File: config.mk
export PLATFORM = sky130hd
export DESIGN_NAME = mmu_pingpong_buf
export DESIGN_NICKNAME = d
export VERILOG_FILES = /design/src/rtl/mmu_pkg.sv /design/src/rtl/mmu_bank.sv /design/src/rtl/mmu_pingpong_buf.sv
export SDC_FILE = /design/constraint.sdc
export NUM_CORES = 1
export LEC_CHECK = 0
export CAP_MARGIN = 20
export CORE_MARGIN = 2
export CORE_UTILIZATION = 54
export CTS_BUF_LIST = sky130_fd_sc_hd__clkbuf_16
export DETAILED_ROUTE_END_ITERATION = 16
export GPL_TIMING_DRIVEN = 0
export PLACE_DENSITY_LB_ADDON = 0.25
export SLEW_MARGIN = 20
export SYNTH_ARGS = -nofsm -noshare
export SYNTH_HDL_FRONTEND = slang
export SYNTH_HIERARCHICAL = 1
export SYNTH_SLANG_ARGS = --single-unit
File: constraint.sdc
create_clock -name clk -period 9 [get_ports clk]
set_input_delay 1.35 -clock clk [delete_from_list [all_inputs] [get_ports clk]]
set_output_delay 1.35 -clock clk [all_outputs]
set_load 0.02 [all_outputs]
File: src/rtl/mmu_pkg.sv
// ============================================================================
// Module : mmu_pkg
// Brief  : Shared types, constants and mask helper for the ping-pong MMU buffer.
// Rev    : 1.0  initial release
// ============================================================================
`default_nettype none

package mmu_pkg;

    typedef enum logic [1:0] {
        EMPTY = 2'd0,
        LOAD  = 2'd1,
        FULL  = 2'd2
    } bank_state_t;

    localparam int NUM_BANKS = 2;

    // Upper bound on DEPTH; callers cast the result down to their own WIDTH.
    localparam int MAX_DEPTH = 10;
    localparam int MAX_WIDTH = 2**MAX_DEPTH;

    function automatic logic [MAX_WIDTH-1:0] onehot(input logic [MAX_DEPTH-1:0] addr);
        logic [MAX_WIDTH-1:0] m;
        m       = '0;
        m[addr] = 1'b1;
        return m;
    endfunction

endpackage

`default_nettype wire

File: src/rtl/mmu_bank.sv
// ============================================================================
// Module : mmu_bank
// Brief  : One buffer bank: storage, write/read coverage masks, EMPTY/LOAD/FULL FSM.
// Rev    : 1.0  initial release
// ============================================================================
`default_nettype none

module mmu_bank
    import mmu_pkg::*;
#(
    parameter int BITWIDTH = 24,
    parameter int DEPTH    = 3
) (
    input  logic                clk,
    input  logic                rst,
    input  logic                wr_en,
    input  logic [DEPTH-1:0]    wr_addr,
    input  logic [BITWIDTH-1:0] wr_data,
    input  logic                rd_en,
    input  logic [DEPTH-1:0]    rd_addr,
    output logic [BITWIDTH-1:0] rd_data,
    output bank_state_t         state,
    output logic                fill_done,
    output logic                drain_done
);

    localparam int WIDTH = 2**DEPTH;

    bank_state_t         r_state, w_state_nx;
    logic [WIDTH-1:0]    r_wmask, r_rmask;
    logic [WIDTH-1:0]    w_wmask_nx, w_rmask_nx;
    logic [WIDTH-1:0]    w_wmask_upd, w_rmask_upd;
    logic                w_mem_we;
    logic [BITWIDTH-1:0] r_mem [WIDTH];

    assign w_wmask_upd = r_wmask | WIDTH'(onehot(MAX_DEPTH'(wr_addr)));
    assign w_rmask_upd = r_rmask | WIDTH'(onehot(MAX_DEPTH'(rd_addr)));

    always_ff @(posedge clk or posedge rst) begin
        if (rst) begin
            r_state <= EMPTY;
            r_wmask <= '0;
            r_rmask <= '0;
        end else begin
            r_state <= w_state_nx;
            r_wmask <= w_wmask_nx;
            r_rmask <= w_rmask_nx;
        end
    end

    always_comb begin
        w_state_nx = r_state;
        w_wmask_nx = r_wmask;
        w_rmask_nx = r_rmask;
        w_mem_we   = 1'b0;
        fill_done  = 1'b0;
        drain_done = 1'b0;
        case (r_state)
            EMPTY, LOAD: begin
                if (wr_en) begin
                    w_mem_we = 1'b1;
                    if (&w_wmask_upd) begin
                        w_state_nx = FULL;
                        w_wmask_nx = '0;
                        fill_done  = 1'b1;
                    end else begin
                        w_state_nx = LOAD;
                        w_wmask_nx = w_wmask_upd;
                    end
                end
            end
            FULL: begin
                if (rd_en) begin
                    if (&w_rmask_upd) begin
                        w_state_nx = EMPTY;
                        w_rmask_nx = '0;
                        drain_done = 1'b1;
                    end else begin
                        w_rmask_nx = w_rmask_upd;
                    end
                end
            end
            default: begin
                // Corrupted encoding: recover to a clean empty bank.
                w_state_nx = EMPTY;
                w_wmask_nx = '0;
                w_rmask_nx = '0;
            end
        endcase
    end

    always_ff @(posedge clk or posedge rst) begin
        if (rst) begin
            for (int i = 0; i < WIDTH; i++) r_mem[i] <= '0;
        end else if (w_mem_we) begin
            r_mem[wr_addr] <= wr_data;
        end
    end

    assign rd_data = r_mem[rd_addr];
    assign state   = r_state;

endmodule

`default_nettype wire

File: src/rtl/mmu_pingpong_buf.sv
// ============================================================================
// Module : mmu_pingpong_buf
// Brief  : Two-bank ping-pong staging buffer between WTU producer and MAC array.
//          Optional sticky error flags when MMU_PP_ERR_EN is defined.
// Rev    : 1.0  initial release
// ============================================================================
`default_nettype none

module mmu_pingpong_buf
    import mmu_pkg::*;
#(
    parameter int BITWIDTH = 24,
    parameter int DEPTH    = 3
) (
    input  logic                       clk,
    input  logic                       rst,
    input  logic                       wr_en,
    input  logic [DEPTH-1:0]           in_addr,
    input  logic signed [BITWIDTH-1:0] in_data,
    output logic                       in_ready,
    input  logic                       rd_en,
    input  logic [DEPTH-1:0]           out_addr,
    output logic signed [BITWIDTH-1:0] out_data,
    output logic                       out_ready,
    output logic                       out_bank
`ifdef MMU_PP_ERR_EN
    ,
    output logic [1:0]                 err
`endif
);

    logic                 r_wr_bank, r_rd_bank;
    logic                 w_wr_fire, w_rd_fire;
    bank_state_t          w_state   [NUM_BANKS];
    logic [BITWIDTH-1:0]  w_rd_data [NUM_BANKS];
    logic [NUM_BANKS-1:0] w_fill_done, w_drain_done;

    assign in_ready  = (w_state[r_wr_bank] != FULL);
    assign out_ready = (w_state[r_rd_bank] == FULL);
    assign out_bank  = r_rd_bank;
    assign out_data  = w_rd_data[r_rd_bank];
    assign w_wr_fire = wr_en & in_ready;
    assign w_rd_fire = rd_en & out_ready;

    for (genvar g = 0; g < NUM_BANKS; g++) begin : g_bank
        mmu_bank #(
            .BITWIDTH (BITWIDTH),
            .DEPTH    (DEPTH)
        ) u_bank (
            .clk        (clk),
            .rst        (rst),
            .wr_en      (w_wr_fire && (r_wr_bank == 1'(g))),
            .wr_addr    (in_addr),
            .wr_data    (in_data),
            .rd_en      (w_rd_fire && (r_rd_bank == 1'(g))),
            .rd_addr    (out_addr),
            .rd_data    (w_rd_data[g]),
            .state      (w_state[g]),
            .fill_done  (w_fill_done[g]),
            .drain_done (w_drain_done[g])
        );
    end

    // Pointers advance independently, so a fill and a drain in one cycle both land.
    always_ff @(posedge clk or posedge rst) begin
        if (rst) begin
            r_wr_bank <= 1'b0;
            r_rd_bank <= 1'b0;
        end else begin
            r_wr_bank <= r_wr_bank ^ (|w_fill_done);
            r_rd_bank <= r_rd_bank ^ (|w_drain_done);
        end
    end

`ifdef MMU_PP_ERR_EN
    logic [1:0] r_err;

    always_ff @(posedge clk or posedge rst) begin
        if (rst) begin
            r_err <= 2'b00;
        end else begin
            r_err <= r_err | {rd_en & ~out_ready, wr_en & ~in_ready};
        end
    end

    assign err = r_err;
`endif

endmodule

`default_nettype wire
==> out/metrics.csv <==
stage,metric,value,unit
status,status,"complete, no violations",
sta,TNS Setup,0,ns
clocking,"Hold-fix buffers, CTS",0,
setup_path,Worst EP required,7.65,ns
setup_path,reg2reg start,g_bank[0].u_bank/state[0]$_DFFE_PP0P_,
sta,Final Setup Violations,0,
setup_path,crit start category,input port,
synth,Avg Synthesized Cell Area,14.42,µm²
min_path,Hold Path Origin,g_bank[1].u_bank/r_mem[62]$_DFFE_PP0P_,
setup_path,CP arrival,4.96,ns
floorplan,die area,38020,µm²
detailed_routing,DR vias,12442,
synth,"area leader, netlist",dfrtp_1,
sta,slew margin rel.,0.2749,
clocking,Post-CTS Setup Bufs,0,
synth,largest cells by area after synthesis,"dfrtp_1 54%, mux2_2 23%, mux4_2 6.6%",
global_routing,first-pass GRT wire length,78.68,mm
global_routing,GRT met2 Usage,0.4225,
global_routing,aggregate global routing overflow,0,
clocking,clock tree root buffer cell,clkbuf_16,
setup_path,Worst R2R Path Depth,6,
floorplan,initial core utilization,0.5511,
sta,Final Hold Viols,0,
cells_and_area,Layout Cells excl Fill,1972,
detailed_routing,drt first pass iters,7,
cells_and_area,nets,1510,
cells_and_area,Area Overhead vs Synth,13.51,%
clocking,CTS resizes,0,
place,HPWL after detailed placement,33.80,mm
synth,Synth top area share,0.5361,
floorplan,row count,69,
job,Max-Cap Viols,0,
synth,"FFs w/ async S/R, synth",1.000,
synth,Syn Nets,1400,
synth,number of synthesized register bits,422,
synth,post-synthesis instance total,1366,
detailed_routing,number of vias per cell,6.309,
power,Peak VDD IR,192.3,µV
sta,Fmax,0.1585,GHz
clocking,CTS buffer count,44,
synth,Synth cell types,61,
detailed_routing,DRC Markers,0,
min_path,worst min path class,reg -> reg,
setup_path,Critical Path Source,out_addr[1],
synth,sequential element share of the synthesized area,0.5361,
power,Pwr Density,249.9,nW/µm²
clocking,later-pin clock latency in the skew report,0.58,ns
sta,actual slew at the worst max-slew pin,1.084,ns
detailed_routing,post-route ant nets,0,
synth,dominant synthesized flop cell,dfrtp_1,
sta,Tmin final,6.311,ns
setup_path,cell breakdown of the critical path,"clkdlybuf4s50_1, buf_2, buf_4, clkinv_1, nor2_1, a22oi_1, o21ai_0, mux2_2, clkdlybuf4s50_1",
floorplan,core area,35740,µm²
detailed_routing,Wirelength per Cell,26.02,µm
synth,top-count cell post-synth,dfrtp_1,
place,Placer Congestion,0.8541,
power,LEAKAGE,10.29,nW
global_routing,GRT Util Overall,0.2764,
place,IO buf count,60,
clocking,CTS tree,built,
clocking,H-tree levels,2,
setup_path,CP peak stage delay,0.60,ns
cells_and_area,share of cells above drive strength 1,0.4097,
floorplan,IO Pins,61,
setup_path,CP Class,in -> out,
detailed_routing,Iteration-0 DRC Markers,828,
setup_path,crit path max fanout,10,
clocking,clock tree buffer depth,3,
sta,final period utilization,0.7012,
sta,max-slew violation count,0,
clocking,clock slew at reported path FFs,0.06,ns
detailed_routing,WL final,51.31,mm
global_routing,vias in the first global route,12710,
sta,RSZ-0062 raised after global routing,false,
setup_path,"Slowest-stage cell, CP",clkdlybuf4s50_1,
synth,Yosys warnings,6,
floorplan,die span in y,195.0,µm
global_routing,met3 usage,0.04888,
setup_path,CP endpoint kind,output port,
global_routing,initial antenna violation count,1,
min_path,Hold Crit Depth,1,
synth,post-synthesis instance area,19700,µm²
sta,skew final,0.02121,ns
place,placed cells,1891,
global_routing,grt peak-use layer,met2,
cells_and_area,n_diodes,0,
setup_path,CP most frequent cell,clkdlybuf4s50_1,
synth,commonest cells in the synthesized netlist,"422 x dfrtp_1, 395 x mux2_2, 64 x nor2_1",
global_routing,M1 GR Usage,0.4019,
global_routing,largest net degree at the start of global routing,99,
floorplan,Die X,195.0,µm
synth,Post-synth EDFFs,0,
clocking,clock sink count,422,
through the flow:
step	power [mW]	hold slack [ns]	util	cell area, µm²	setup WS, ns
2_1_floorplan	3.483	0.4522	-	19700	1.912
3_3_place_gp	3.817	0.4623	0.5841	20880	-0.8580
3_5_place_dp	3.882	0.4684	0.5876	21000	2.630
4_1_cts	5.625	0.4818	0.6256	22360	2.640
5_1_grt	5.851	0.4923	0.6256	22360	2.500
6_report	5.588	0.4807	0.6256	22360	2.689
cell families after synthesis:
group | after synthesis | share of synthesized area
flip-flops | 422 | 0.5361
AO/OA/AOI/OAI | 133 | 0.04637
multiplexers | 543 | 0.3467
buffers and inverters | 97 | 0.02706
AND/OR/NAND/NOR | 169 | 0.04288
XOR/XNOR | 2 | 0.0008894
worst paths after layout:
kind	endpoint	slack, ns
hold / removal	g_bank[1].u_bank/r_mem[62]$_DFFE_PP0P_	0.48
hold reg to reg	g_bank[1].u_bank/r_mem[62]$_DFFE_PP0P_	0.48
setup / recovery	out_data[12]	2.69
min in group asynchronous	out_bank$_DFF_PP0_	1.24
max in group asynchronous	g_bank[1].u_bank/r_mem[144]$_DFFE_PP0P_	6.48
setup reg to reg	g_bank[0].u_bank/r_mem[23]$_DFFE_PP0P_	6.04
registers in the layout (all words and copies together), names as in the netlist:
name and flops:
r_wr_bank 1, g_bank.u_bank/state 4, g_bank.u_bank/r_rmask 16, g_bank.u_bank/r_mem 384
g_bank.u_bank/r_wmask 16, out_bank 1
area by class of cell:
cell class / count / area, µm²
fillers: 2771 / 13380
plain buffers: 85 / 488.0
repair buffers: 64 / 710.7
clock inverters: 35 / 207.7
well taps: 461 / 576.8
clock buffers: 46 / 1151
flip-flops and latches: 422 / 10560
multi-input cells: 847 / 8605
inverters: 12 / 60.06
power breakdown:
| part | leakage, nW | total, mW | internal, mW | switching, mW |
|---|---|---|---|---|
| clock network | 0.726 | 1.73 | 0.978 | 0.752 |
| registers | 5.45 | 2.62 | 2.37 | 0.249 |
| logic | 4.11 | 1.24 | 0.731 | 0.506 |
| total | 10.3 | 5.59 | 4.08 | 1.51 |
cells in the final DEF (no fill, tap or decap), drive strengths merged, types with 9 or more instances in the layout:
cell and n:
a21oi 38, a221oi 16, a22oi 20, a31oi 9, buf 78, clkbuf 57, clkdlybuf4s50 60, clkinv 22
dfrtp 422, inv 23, mux2 462, mux2i 23, mux4 58, nand2 36, nor2 65, nor2b 15
nor3 10, o21ai 20
worst max-delay path: cells and delay by family:
family	cells	cell delay (ns)
buffers and inverters	5	2.36
AO/OA/AOI/OAI	2	0.52
AND/OR/NAND/NOR	1	0.44
multiplexers	1	0.26
metal layers:
metal  part of all wire  wire length, µm  up-vias
met3              0.065             3341       87
met5            0.00018                9        -
met2               0.46            23670      437
met1               0.44            22760     6629
met4              0.030             1521        2
li1                   -                -     5287
No activity file was read; power rests on OpenSTA's default activity.
